===== src/rtl/srl_dly_pkg.sv =====
// Shared types and helpers for the runtime-programmable SRL delay line.
// Holds the control FSM state encoding and the delay-code clamp.
package srl_dly_pkg;

  typedef enum logic {
    ST_RUN   = 1'b0,
    ST_FLUSH = 1'b1
  } state_t;

  // Code k requests delay k+1; anything beyond the physical line saturates at its end.
  function automatic int depth_clamp(input int code, input int max_depth);
    return (code + 1 > max_depth) ? max_depth : code + 1;
  endfunction

endpackage


===== src/rtl/srl_dly_line.sv =====
// Addressable shift storage: a data plane and a valid plane shifting together,
// with a synchronous clear of the valid plane only and a combinational tap.
module srl_dly_line
  import srl_dly_pkg::*;
#(
  parameter int WIDTH     = 1,
  parameter int MAX_DEPTH = 32,
  parameter int AW        = $clog2(MAX_DEPTH)
) (
  input  logic             i_clk,
  input  logic             i_rst_n,
  input  logic             i_ce,
  input  logic             i_clr_vld,
  input  logic [WIDTH-1:0] i_d,
  input  logic             i_valid,
  input  logic [AW-1:0]    i_addr,
  output logic [WIDTH-1:0] o_q,
  output logic             o_valid
);

  logic [MAX_DEPTH-1:0][WIDTH-1:0] r_data;
  logic [MAX_DEPTH-1:0]            r_vld;

  // Data is only ever zeroed by reset; a clear drops the incoming valid bit too.
  always_ff @(posedge i_clk) begin
    if (!i_rst_n) begin
      r_data <= '0;
      r_vld  <= '0;
    end else if (i_ce) begin
      r_data <= {r_data[MAX_DEPTH-2:0], i_d};
      r_vld  <= i_clr_vld ? '0 : {r_vld[MAX_DEPTH-2:0], i_valid};
    end
  end

  assign o_q     = r_data[i_addr];
  assign o_valid = r_vld[i_addr];

endmodule


===== src/rtl/srl_dly_ctrl.sv =====
// Runtime-programmable delay line with safe reconfiguration (request, flush, ack).
// Optional clock enable port ice is built in when SRL_DLY_CE_EN is defined.
module srl_dly_ctrl
  import srl_dly_pkg::*;
#(
  parameter int WIDTH     = 1,
  parameter int MAX_DEPTH = 32,
  parameter int DEF_DEPTH = 5,
  parameter int AW        = $clog2(MAX_DEPTH)
) (
  input  logic             iclk,
  input  logic             irst_n,
`ifdef SRL_DLY_CE_EN
  input  logic             ice,
`endif
  input  logic [WIDTH-1:0] id,
  input  logic             ivalid,
  input  logic             icfg_req,
  input  logic [AW-1:0]    icfg_depth,
  output logic             ocfg_ack,
  output logic             obusy,
  output logic [WIDTH-1:0] oq,
  output logic             ovalid
);

  state_t        r_state;
  state_t        w_state_nxt;
  logic [AW-1:0] r_dcode;
  logic [AW-1:0] r_cnt;
  logic [AW-1:0] w_new_code;
  logic          r_ack;
  logic          w_accept;
  logic          w_done;
  logic          w_ce;
  logic          w_tap_vld;

`ifdef SRL_DLY_CE_EN
  assign w_ce = ice;
`else
  assign w_ce = 1'b1;
`endif

  // Depth is kept as code (D-1) so it doubles as the tap address and the flush count.
  assign w_new_code = AW'(depth_clamp(int'(icfg_depth), MAX_DEPTH) - 1);

  always_comb begin
    w_state_nxt = r_state;
    w_accept    = 1'b0;
    w_done      = 1'b0;
    case (r_state)
      ST_RUN: begin
        if (w_ce && icfg_req) begin
          w_accept    = 1'b1;
          w_state_nxt = ST_FLUSH;
        end
      end
      ST_FLUSH: begin
        if (w_ce && (r_cnt == '0)) begin
          w_done      = 1'b1;
          w_state_nxt = ST_RUN;
        end
      end
      default: w_state_nxt = ST_RUN;
    endcase
  end

  always_ff @(posedge iclk) begin
    if (!irst_n) begin
      r_state <= ST_RUN;
      r_dcode <= AW'(DEF_DEPTH - 1);
      r_cnt   <= '0;
      r_ack   <= 1'b0;
    end else begin
      r_state <= w_state_nxt;
      r_ack   <= w_done;
      if (w_accept) begin
        r_dcode <= w_new_code;
        r_cnt   <= w_new_code;
      end else if (w_ce && (r_state == ST_FLUSH) && (r_cnt != '0)) begin
        r_cnt <= r_cnt - 1'b1;
      end
    end
  end

  srl_dly_line #(
    .WIDTH     (WIDTH),
    .MAX_DEPTH (MAX_DEPTH),
    .AW        (AW)
  ) u_line (
    .i_clk     (iclk),
    .i_rst_n   (irst_n),
    .i_ce      (w_ce),
    .i_clr_vld (w_accept),
    .i_d       (id),
    .i_valid   (ivalid),
    .i_addr    (r_dcode),
    .o_q       (oq),
    .o_valid   (w_tap_vld)
  );

  assign ovalid   = w_tap_vld & (r_state == ST_RUN);
  assign obusy    = (r_state == ST_FLUSH);
  assign ocfg_ack = r_ack;

endmodule

===== config.mk =====
export PLATFORM = sky130hd
export DESIGN_NAME = srl_dly_ctrl
export DESIGN_NICKNAME = d
export VERILOG_FILES = /design/src/rtl/srl_dly_pkg.sv /design/src/rtl/srl_dly_line.sv /design/src/rtl/srl_dly_ctrl.sv
export SDC_FILE = /design/constraint.sdc
export NUM_CORES = 1
export LEC_CHECK = 0
export BUFFER_PORTS_ARGS = -buffer_cell sky130_fd_sc_hd__buf_2
export CORE_AREA = 8 8 109 71
export CTS_CLUSTER_DIAMETER = 150
export DETAILED_ROUTE_END_ITERATION = 8
export DIE_AREA = 0 0 117 79
export PLACE_DENSITY = 0.66
export SYNTH_ARGS = -nofsm -noshare
export SYNTH_HDL_FRONTEND = slang
export SYNTH_SLANG_ARGS = --single-unit

===== constraint.sdc =====
create_clock -name iclk -period 3.65 [get_ports iclk]
set_clock_uncertainty 0.1 [all_clocks]
set_input_delay 0.365 -clock iclk [delete_from_list [all_inputs] [get_ports iclk]]
set_output_delay 0.365 -clock iclk [all_outputs]
set_load 0.02 [all_outputs]

* Word level (Yosys, flattened, before mapping)
Index checks and enable logic that the tools add are counted.
Word-level totals: input bits 10, memories 0, output and inout port bits 4, logic and storage cells 63, bits in registers 76, bits in read-only memories 0, memory bits (writable) 0, bits in latches 0
Cells by class: bitwise operators 3, shift-type cells 0, reduce and logical (&&, ||, !) cells 6, muxes and demuxes 12, add/sub/neg operators 3, $mul 0, div/mod/pow operators 0, eq/ne operators 0, order comparisons 2
Operators by type and width (number):
- $mux 5 | 3
- $bmux 1 s5 | 2
- $sub 5x1->5 const B | 2
- $add 5x1->6 const B | 1
- $gt 6x6->1 const B | 1
- $lt 5x6->1 const B | 1
- $mux 1 | 6
- $logic_not 5->1 | 1
- $reduce_bool 5->1 | 1
- $not 1->1 | 2
- $pmux 1 s2 | 1
- $reduce_and 2->1 | 1
- $reduce_bool 2->1 | 1
- $reduce_or 2->1 | 1
- $and 1x1->1 | 1
- $logic_and 1x1->1 | 1

* Depth between registers and ports, before layout
Gate-level depths: netlist of the first run.
word-level depth 5, depth in mapped cells 7, mapped depth without buffers 7

* By module
From an unflattened synthesis of the first run, not the netlist that was laid out.
Second synthesis, totals: cells, all modules 425, area total of the unflattened synthesis 3829.9 um2
By module, submodules not included:
- srl_dly_line | cells an instance 348, area each 3145.5 um2, times used 1, seq. area each 1281.2 um2
- srl_dly_ctrl | cells an instance 77, area each 684.4 um2, times used 1, seq. area each 240.2 um2

* Worst setup path before layout of the first run
No wires, ideal clock.
kind register to output, from register r_dcode[0], to output ovalid, stages on the path, launching flop included 6, required time 3.185 ns, buffers on the path 2, arrival 1.723 ns, slack 1.462 ns, cell sequence dfxtp_1 -> buf_6 -> buf_8 -> mux4_1 -> mux2_2 -> o311a_1
On the way: word-level cells in the longest chain between the ends 3
RTL lines:
- start: declaration | line srl_dly_ctrl.sv:28 | logic [AW-1:0] r_dcode;
- start signal: assignment | line srl_dly_ctrl.sv:70 | r_dcode <= AW'(DEF_DEPTH - 1);
- start signal: assignment | line srl_dly_ctrl.sv:77 | r_dcode <= w_new_code;
- $bmux 1 s5 | line srl_dly_line.sv:36 | assign o_valid = r_vld[i_addr];
- $mux 1 (not written as such) | line srl_dly_line.sv:36
- $and 1x1->1 | line srl_dly_ctrl.sv:101 | assign ovalid = w_tap_vld & (r_state == ST_RUN);
- end: declaration | line srl_dly_ctrl.sv:23 | output logic ovalid
No other way between the ends. The select of a mux whose other input is x is not followed.

* Worst setup path after layout of the first run
from register r_dcode[0], to output oq
On the way: word-level cells in the longest chain between the ends 2
RTL lines:
- $bmux 1 s5 | line srl_dly_line.sv:35 | assign o_q = r_data[i_addr];
- $mux 1 (not written as such) | line srl_dly_line.sv:35
- end: declaration | line srl_dly_ctrl.sv:22 | output logic [WIDTH-1:0] oq,
No other way between the ends. The select of a mux whose other input is x is not followed.

==> results of run 1 <==
-- through the flow --
step / cells / cell area [sq um]
2_1_floorplan: 257 / 2960
3_3_place_gp: 340 / 3050
3_5_place_dp: 340 / 3050
4_1_cts: 356 / 3250
5_1_grt: 356 / 3250
6_report: 356 / 3250
-- critical path, cell delays in order, from the launching register on --
cell and delay [ns]:
dfxtp_1 0.56, buf_4 0.27, mux4_1 0.59, mux4_2 0.47
nand2_1 0.08, nand2_1 0.05, buf_2 0.15
-- sequential cells by signal, indices dropped and copies added, names as in the netlist --
name           flops
u_line.r_vld      32
r_cnt              5
obusy              1
r_dcode            5
u_line.r_data     32
ocfg_ack           1
-- layer usage --
layer,global-route usage [%],up-vias
li1,-,933
met2,16.6,22
met1,17.8,833
met5,0,-
met4,3.43,0
met3,5.90,2
-- kinds of logic after synthesis --
family,count (synthesis),synth area share (%)
muxes,22,16.1
AOI/OAI and AO/OA,27,6.35
buffers and inverters,25,3.89
adders and majority gates,3,1.27
xor gates and xnor gates,3,0.888
DFF,76,51.4
and+or+nand+nor,101,20.1
-- final cells by class --
type                       count  area (sq um)  area share, %
timing repair buffer          15          80.1           2.47
inverter                       6          22.5          0.694
multi-input combinational    156          1320           40.7
tap                           87           109           3.35
clock buffer                   9           124           3.82
sequential                    76          1520           46.9
clock inverter                 7          67.6           2.08
-- synthesized netlist by cell type, types with 2 or more instances --
| cell | n |
|---|---|
| dfxtp_1 | 76 |
| and2_1 | 34 |
| and3_1 | 33 |
| clkbuf_1 | 15 |
| nand2_1 | 13 |
| mux4_1 | 11 |
| o21ai_0 | 8 |
| inv_1 | 6 |
| mux4_2 | 6 |
| a21boi_0 | 4 |
| mux2i_1 | 4 |
| nand3_1 | 4 |
| a31oi_1 | 3 |
| ha_1 | 3 |
| nand2b_1 | 3 |
| nor2_1 | 3 |
| nor2b_1 | 3 |
| buf_2 | 2 |
| nand3b_1 | 2 |
| nand4_1 | 2 |
| o311a_1 | 2 |
| xnor2_1 | 2 |
-- power groups by stage --
stage               Combinational (uW)  Sequential, uW  Clock, uW
global placement                   123             892          0
global route                       140             877        668
detailed placement                 125             892          0
CTS                                125             873        630
floorplan                          108             876          0
finish                             124             872        610
-- worst paths after layout --
path | to | from | cells after the start
max reg2reg | r_cnt[1] | obusy | 3
max | oq | r_dcode[0] | 6
min | u_line.r_data[0] | id | 2
min reg2reg | u_line.r_data[14] | u_line.r_data[13] | 1
==> flow_metrics.tcl, run 1 <==
set metrics [dict create \
    status "finished, final reports clean" \
    wl_per_cell_um 14.8 \
    yosysWarnings 0 \
    met2_length_um 2210 \
    tns_ns 0 \
    rsz0062_at_grt "false" \
    power.switching_uw 394 \
    worstPathRequired_ns 3.18 \
    portBuffers 13 \
    netlist_area_sq_um 2960 \
    synthFlopType "dfxtp_1" \
    cts_setup_buffers 0 \
    finalMaxSlewViolations 0 \
    tightest_slew_ns 1.04 \
    finalHoldViolCount 0 \
    synth.top_cell.area_share_pct 51.4 \
    postCtsResizedCells 0 \
    postRouteAntennaNets 0 \
    gp_congestion 0.720 \
    critical_path_arrival_ns 2.52 \
    total_power_uw 1610 \
    grt_max_degree 77 \
    initial_core_util_pct 47.1 \
    fillers 599 \
    die_x_um 117 \
    place_ws_ns 0.995 \
    top_layer_used "met4" \
    layout_min_cycle_time_ns 2.99 \
    synth.distinct_cells 40 \
    period_share_pct 81.9 \
    area_growth_syn_to_layout_pct 9.73 \
    fmax_mhz 335 \
    synth_top_cells_by_area "dfxtp_1 51%, mux4_1 9.8%, and2_1 7.2%, and3_1 7.0%, mux4_2 4.6%" \
    diodes 0 \
    core-area_sq_um 6270 \
    tritoncts "yes" \
    grt_antenna_before_repair 0 \
    dp_hpwl_um 3380 \
    setup_violations 0 \
    cts-root-buf "clkbuf_8" \
    drt-met1-wl_um 2810 \
    worst-r2r-setup-slack_ns 1.72 \
    clock_sinks 76 \
    ys_ff_latch 76 \
    die_area_sq_um 9240 \
    crit_type "register to output port" \
    grt_pass1_vias 1711 \
    syn_inst 257 \
    grt_usage_pct 12.6 \
    hold_slack_ns 0.131 \
    p_int_uw 1210 \
    syn-num-nets 270 \
    start_kind "register" \
    vias 1790 \
    slew_headroom_pct 30.5 \
    wl_met3_um 207 \
    maxCapViolCount 0 \
    hp-class "input pin to register" \
    cp-end-kind "output port" \
    yosysSeqAreaShare_pct 51.4 \
    ir_worst_vdd_mv 0.214 \
    crit_fanout 9 \
    grt_pass1_wl_um 8850 \
    p_leak_uw 0.00142 \
    viasPerCell 5.03 \
    post-route-util_pct 51.7 \
    p_clk_share_pct 38.0 \
    detailedRoute.firstIterationViolations 110 \
    rows 23 \
    dieHeight_um 79 \
    p_seq_share_pct 54.3 \
    wl_um 5260 \
    clk_path_buf_depth 2 \
    avgSynthCellArea_sq_um 11.5 \
    pwr_density_cell_nw_per_um2 495 \
    layout_commonest_cell "dfxtp_1" \
    drt_drc_violations_left 0 \
    layout-drive-gt1-share_pct 14.5 \
    synth_top_area_cell "dfxtp_1" \
    firstDrtPassIters 5 \
    final_cell_mix "76 x dfxtp_1, 34 x and2_1, 33 x and3_1" \
    io_pins 14 \
    clk_latency_ns 0.34 \
    p_sw_share_pct 24.5 \
    nNetsFinal 277 \
    grt_overflow 0 \
    cts_buffers 9 \
    path_clk_slew_ns 0.07 \
    hold_buffers 0 \
    p_comb_share_pct 7.7 \
    h-tree-depth 3 \
    synthArstFlopShare_pct 0 \
    synth-edff-count 0 \
    setup_ws_ns 0.662 \
]
No activity file was read; power rests on OpenSTA's default activity.
==> run 2: changes to the inputs <==
ABC_AREA = 1   (was not set)
CORE_AREA = 8 8 113 73   (was 8 8 109 71)
DIE_AREA = 0 0 121 81   (was 0 0 117 79)
PLACE_DENSITY = 0.68   (was 0.66)
clock period = 2.42 ns   (was 3.65 ns; I/O delays follow)
==> run 2 against run 1 <==
Against the previous run:
- hold slack got worse by 0.015 ns
- global-route usage is 1.3 points higher
- total power up 66%
- critical path type unchanged
==> flow_metrics.tcl, run 2 <==
set metrics [dict create \
    vias 2570 \
    worstPathRequired_ns 2.08 \
    ys_ff_latch 76 \
    finalMaxSlewViolations 0 \
    diodes 0 \
    grt_antenna_before_repair 0 \
    finalHoldViolCount 0 \
    synth.top_cell.area_share_pct 47.8 \
    drt_drc_violations_left 0 \
    period_share_pct 90.5 \
    h-tree-depth 3 \
    syn-num-nets 463 \
    grt_usage_pct 13.9 \
    portBuffers 13 \
    synthTopCellsByCount "124 x nand2_1, 80 x inv_1, 76 x dfxtp_1, 56 x nand3_1, 47 x nor2_1" \
    dp_hpwl_um 4260 \
    cp_num_buf_inv 2 \
    tns_ns 0 \
    cp-end-kind "output port" \
    critical_path_arrival_ns 1.85 \
    clk_path_buf_depth 2 \
    crit_fanout 17 \
    ir_worst_vdd_mv 0.422 \
    pwr_density_cell_nw_per_um2 763 \
    rsz0062_at_grt "false" \
    synthArstFlopShare_pct 0 \
    p_leak_uw 0.00166 \
    path_clk_slew_ns 0.08 \
    area_growth_syn_to_layout_pct 9.66 \
    crit_family "flip-flops" \
    die_area_sq_um 9800 \
    netlist_area_sq_um 3190 \
    cts_buffers 9 \
    max_stage_delay_ns 0.56 \
    grt_max_degree 39 \
    postRouteAntennaNets 0 \
    critPathSlowestCell "dfxtp_1" \
    cts-root-buf "clkbuf_8" \
    critical_path_depth 8 \
    yosysWarnings 0 \
    io_pins 14 \
    grt_pass1_vias 2264 \
    nNetsFinal 474 \
    grt_pass1_wl_um 10600 \
    status "finished, final reports clean" \
    synthFlopType "dfxtp_1" \
    wl_um 6290 \
    gp_congestion 0.836 \
    initial_core_util_pct 48.8 \
    path_cells "inv_4 > a21oi_1 > o21ai_1 > a21oi_1 > nor2_1 > nor2_1 > nor2_1 > buf_2" \
    tightest_slew_ns 0.564 \
    finalInstanceArea_sq_um 3490 \
    slew_headroom_pct 62.3 \
    crit_type "register to output port" \
    layout_min_cycle_time_ns 2.19 \
    grt_overflow 0 \
    largest_registers "u_line.r_data x32, u_line.r_vld x32" \
    holdPathStages 3 \
    setup_violations 0 \
    start_kind "register" \
    maxCapViolCount 0 \
    layout-drive-gt1-share_pct 9.23 \
    cts_setup_buffers 0 \
    hp-class "input pin to register" \
    layout_commonest_cell "nand2_1" \
    syn_inst 450 \
    synth-edff-count 0 \
    clk_latency_ns 0.36 \
    synth_top_cells_by_area "dfxtp_1 48%, nand2_1 15%, inv_1 9.4%, nand3_1 8.8%, nor2_1 5.5%" \
    yosysSeqAreaShare_pct 47.8 \
    firstDrtPassIters 4 \
    r2r_cells 6 \
    dieHeight_um 81 \
    avgSynthCellArea_sq_um 7.08 \
    yosysMostFrequentCell "nand2_1" \
    wl_per_cell_um 11.4 \
    core-area_sq_um 6530 \
    postPlaceCellArea_sq_um 3250 \
    rows 23 \
    tritoncts "yes" \
    fmax_mhz 456 \
    synth_top_area_cell "dfxtp_1" \
    final_cell_mix "124 x nand2_1, 80 x inv_1, 75 x dfxtp_1" \
    critPathMostFrequentCell "nor2_1" \
    die_x_um 121 \
    synth.distinct_cells 28 \
    detailedRoute.firstIterationViolations 194 \
    clock_sinks 76 \
    viasPerCell 4.65 \
]
run 2: changes by cell type in the layout (fill, tap and decap cells not counted), sizes merged, moves of 33 or more:
cell	change
nand2	+114
inv	+79
nand3	+53
nor2	+45
and2	-33
and3	-33
run 2: where the power goes:
| group | total [uW] | internal [uW] | switching, uW | leakage (uW) |
|---|---|---|---|---|
| Combinational | 302 | 103 | 199 | 0.000927 |
| Clock | 1060 | 604 | 452 | 0.000113 |
| Sequential | 1310 | 1280 | 29.7 | 0.000615 |
| Total | 2670 | 1980 | 680 | 0.00166 |
run 2: path summary, 6_finish.rpt:
path,from,endpoint,slack [ns]
min reg2reg,u_line.r_data[22],u_line.r_data[23],0.33
min,icfg_depth[0],r_dcode[0],0.12
max,r_dcode[1],ovalid,0.23
max reg2reg,obusy,r_cnt[0],0.82
run 2: kinds of logic (layout without fill, tap and decap cells):
logic type | Yosys count | count (layout) | synth area share [%]
AO/OA/AOI/OAI | 29 | 29 | 4.83
XOR/XNOR | 2 | 2 | 0.550
flip-flops | 76 | 76 | 47.8
adder cells (fa/ha/maj) | 3 | 3 | 1.18
buffers and inverters | 104 | 120 | 14.9
AND/OR/NAND/NOR | 236 | 236 | 30.8
run 2: routing by layer:
metal | part of all wire (%) | GRT usage [%] | vias to the layer above | wire (um)
met4 | 1.6 | 6.82 | 0 | 102
met1 | 54 | 18.9 | 1133 | 3400
met2 | 38 | 18.4 | 44 | 2380
met3 | 6.5 | 5.67 | 9 | 410
met5 | 0 | 0 | - | 0
li1 | - | - | 1384 | -
run 2: timing repair:
item	4_1_cts	5_1_grt
hold buffers	2	0
endpoints found under the setup margin	0	2
gates resized for setup	0	3
endpoints found under the hold margin	2	0
run 2: metrics by stage:
step                      worst slack [ns]  total power (uW)  hold WS, ns  instances  util (%)
after floorplan                      0.822              1570        0.240        450         -
after global placement               0.455              1630        0.313        535      49.7
after detailed placement             0.451              1630        0.318        535      49.7
after CTS                           0.0376              2690        0.105        553      53.4
after global routing                0.0276              2790        0.116        553      53.5
final                                0.229              2670        0.116        553      53.5
run 2: layout make-up:
type | instances | area [sq um]
clock buffers | 11 | 141
clock inverters | 5 | 75.1
fillers | 669 | 3040
inverters | 86 | 337
multi-input cells | 270 | 1190
flip-flops and latches | 76 | 1520
well taps | 87 | 109
repair buffers | 18 | 120
run 2: worst reg2reg max path: stages (launching register included):
cell and delay [ns]:
dfxtp_1 0.35, inv_2 0.12, nand2_2 0.10, inv_2 0.15
nor2_2 0.07, inv_2 0.43, o31ai_1 0.17
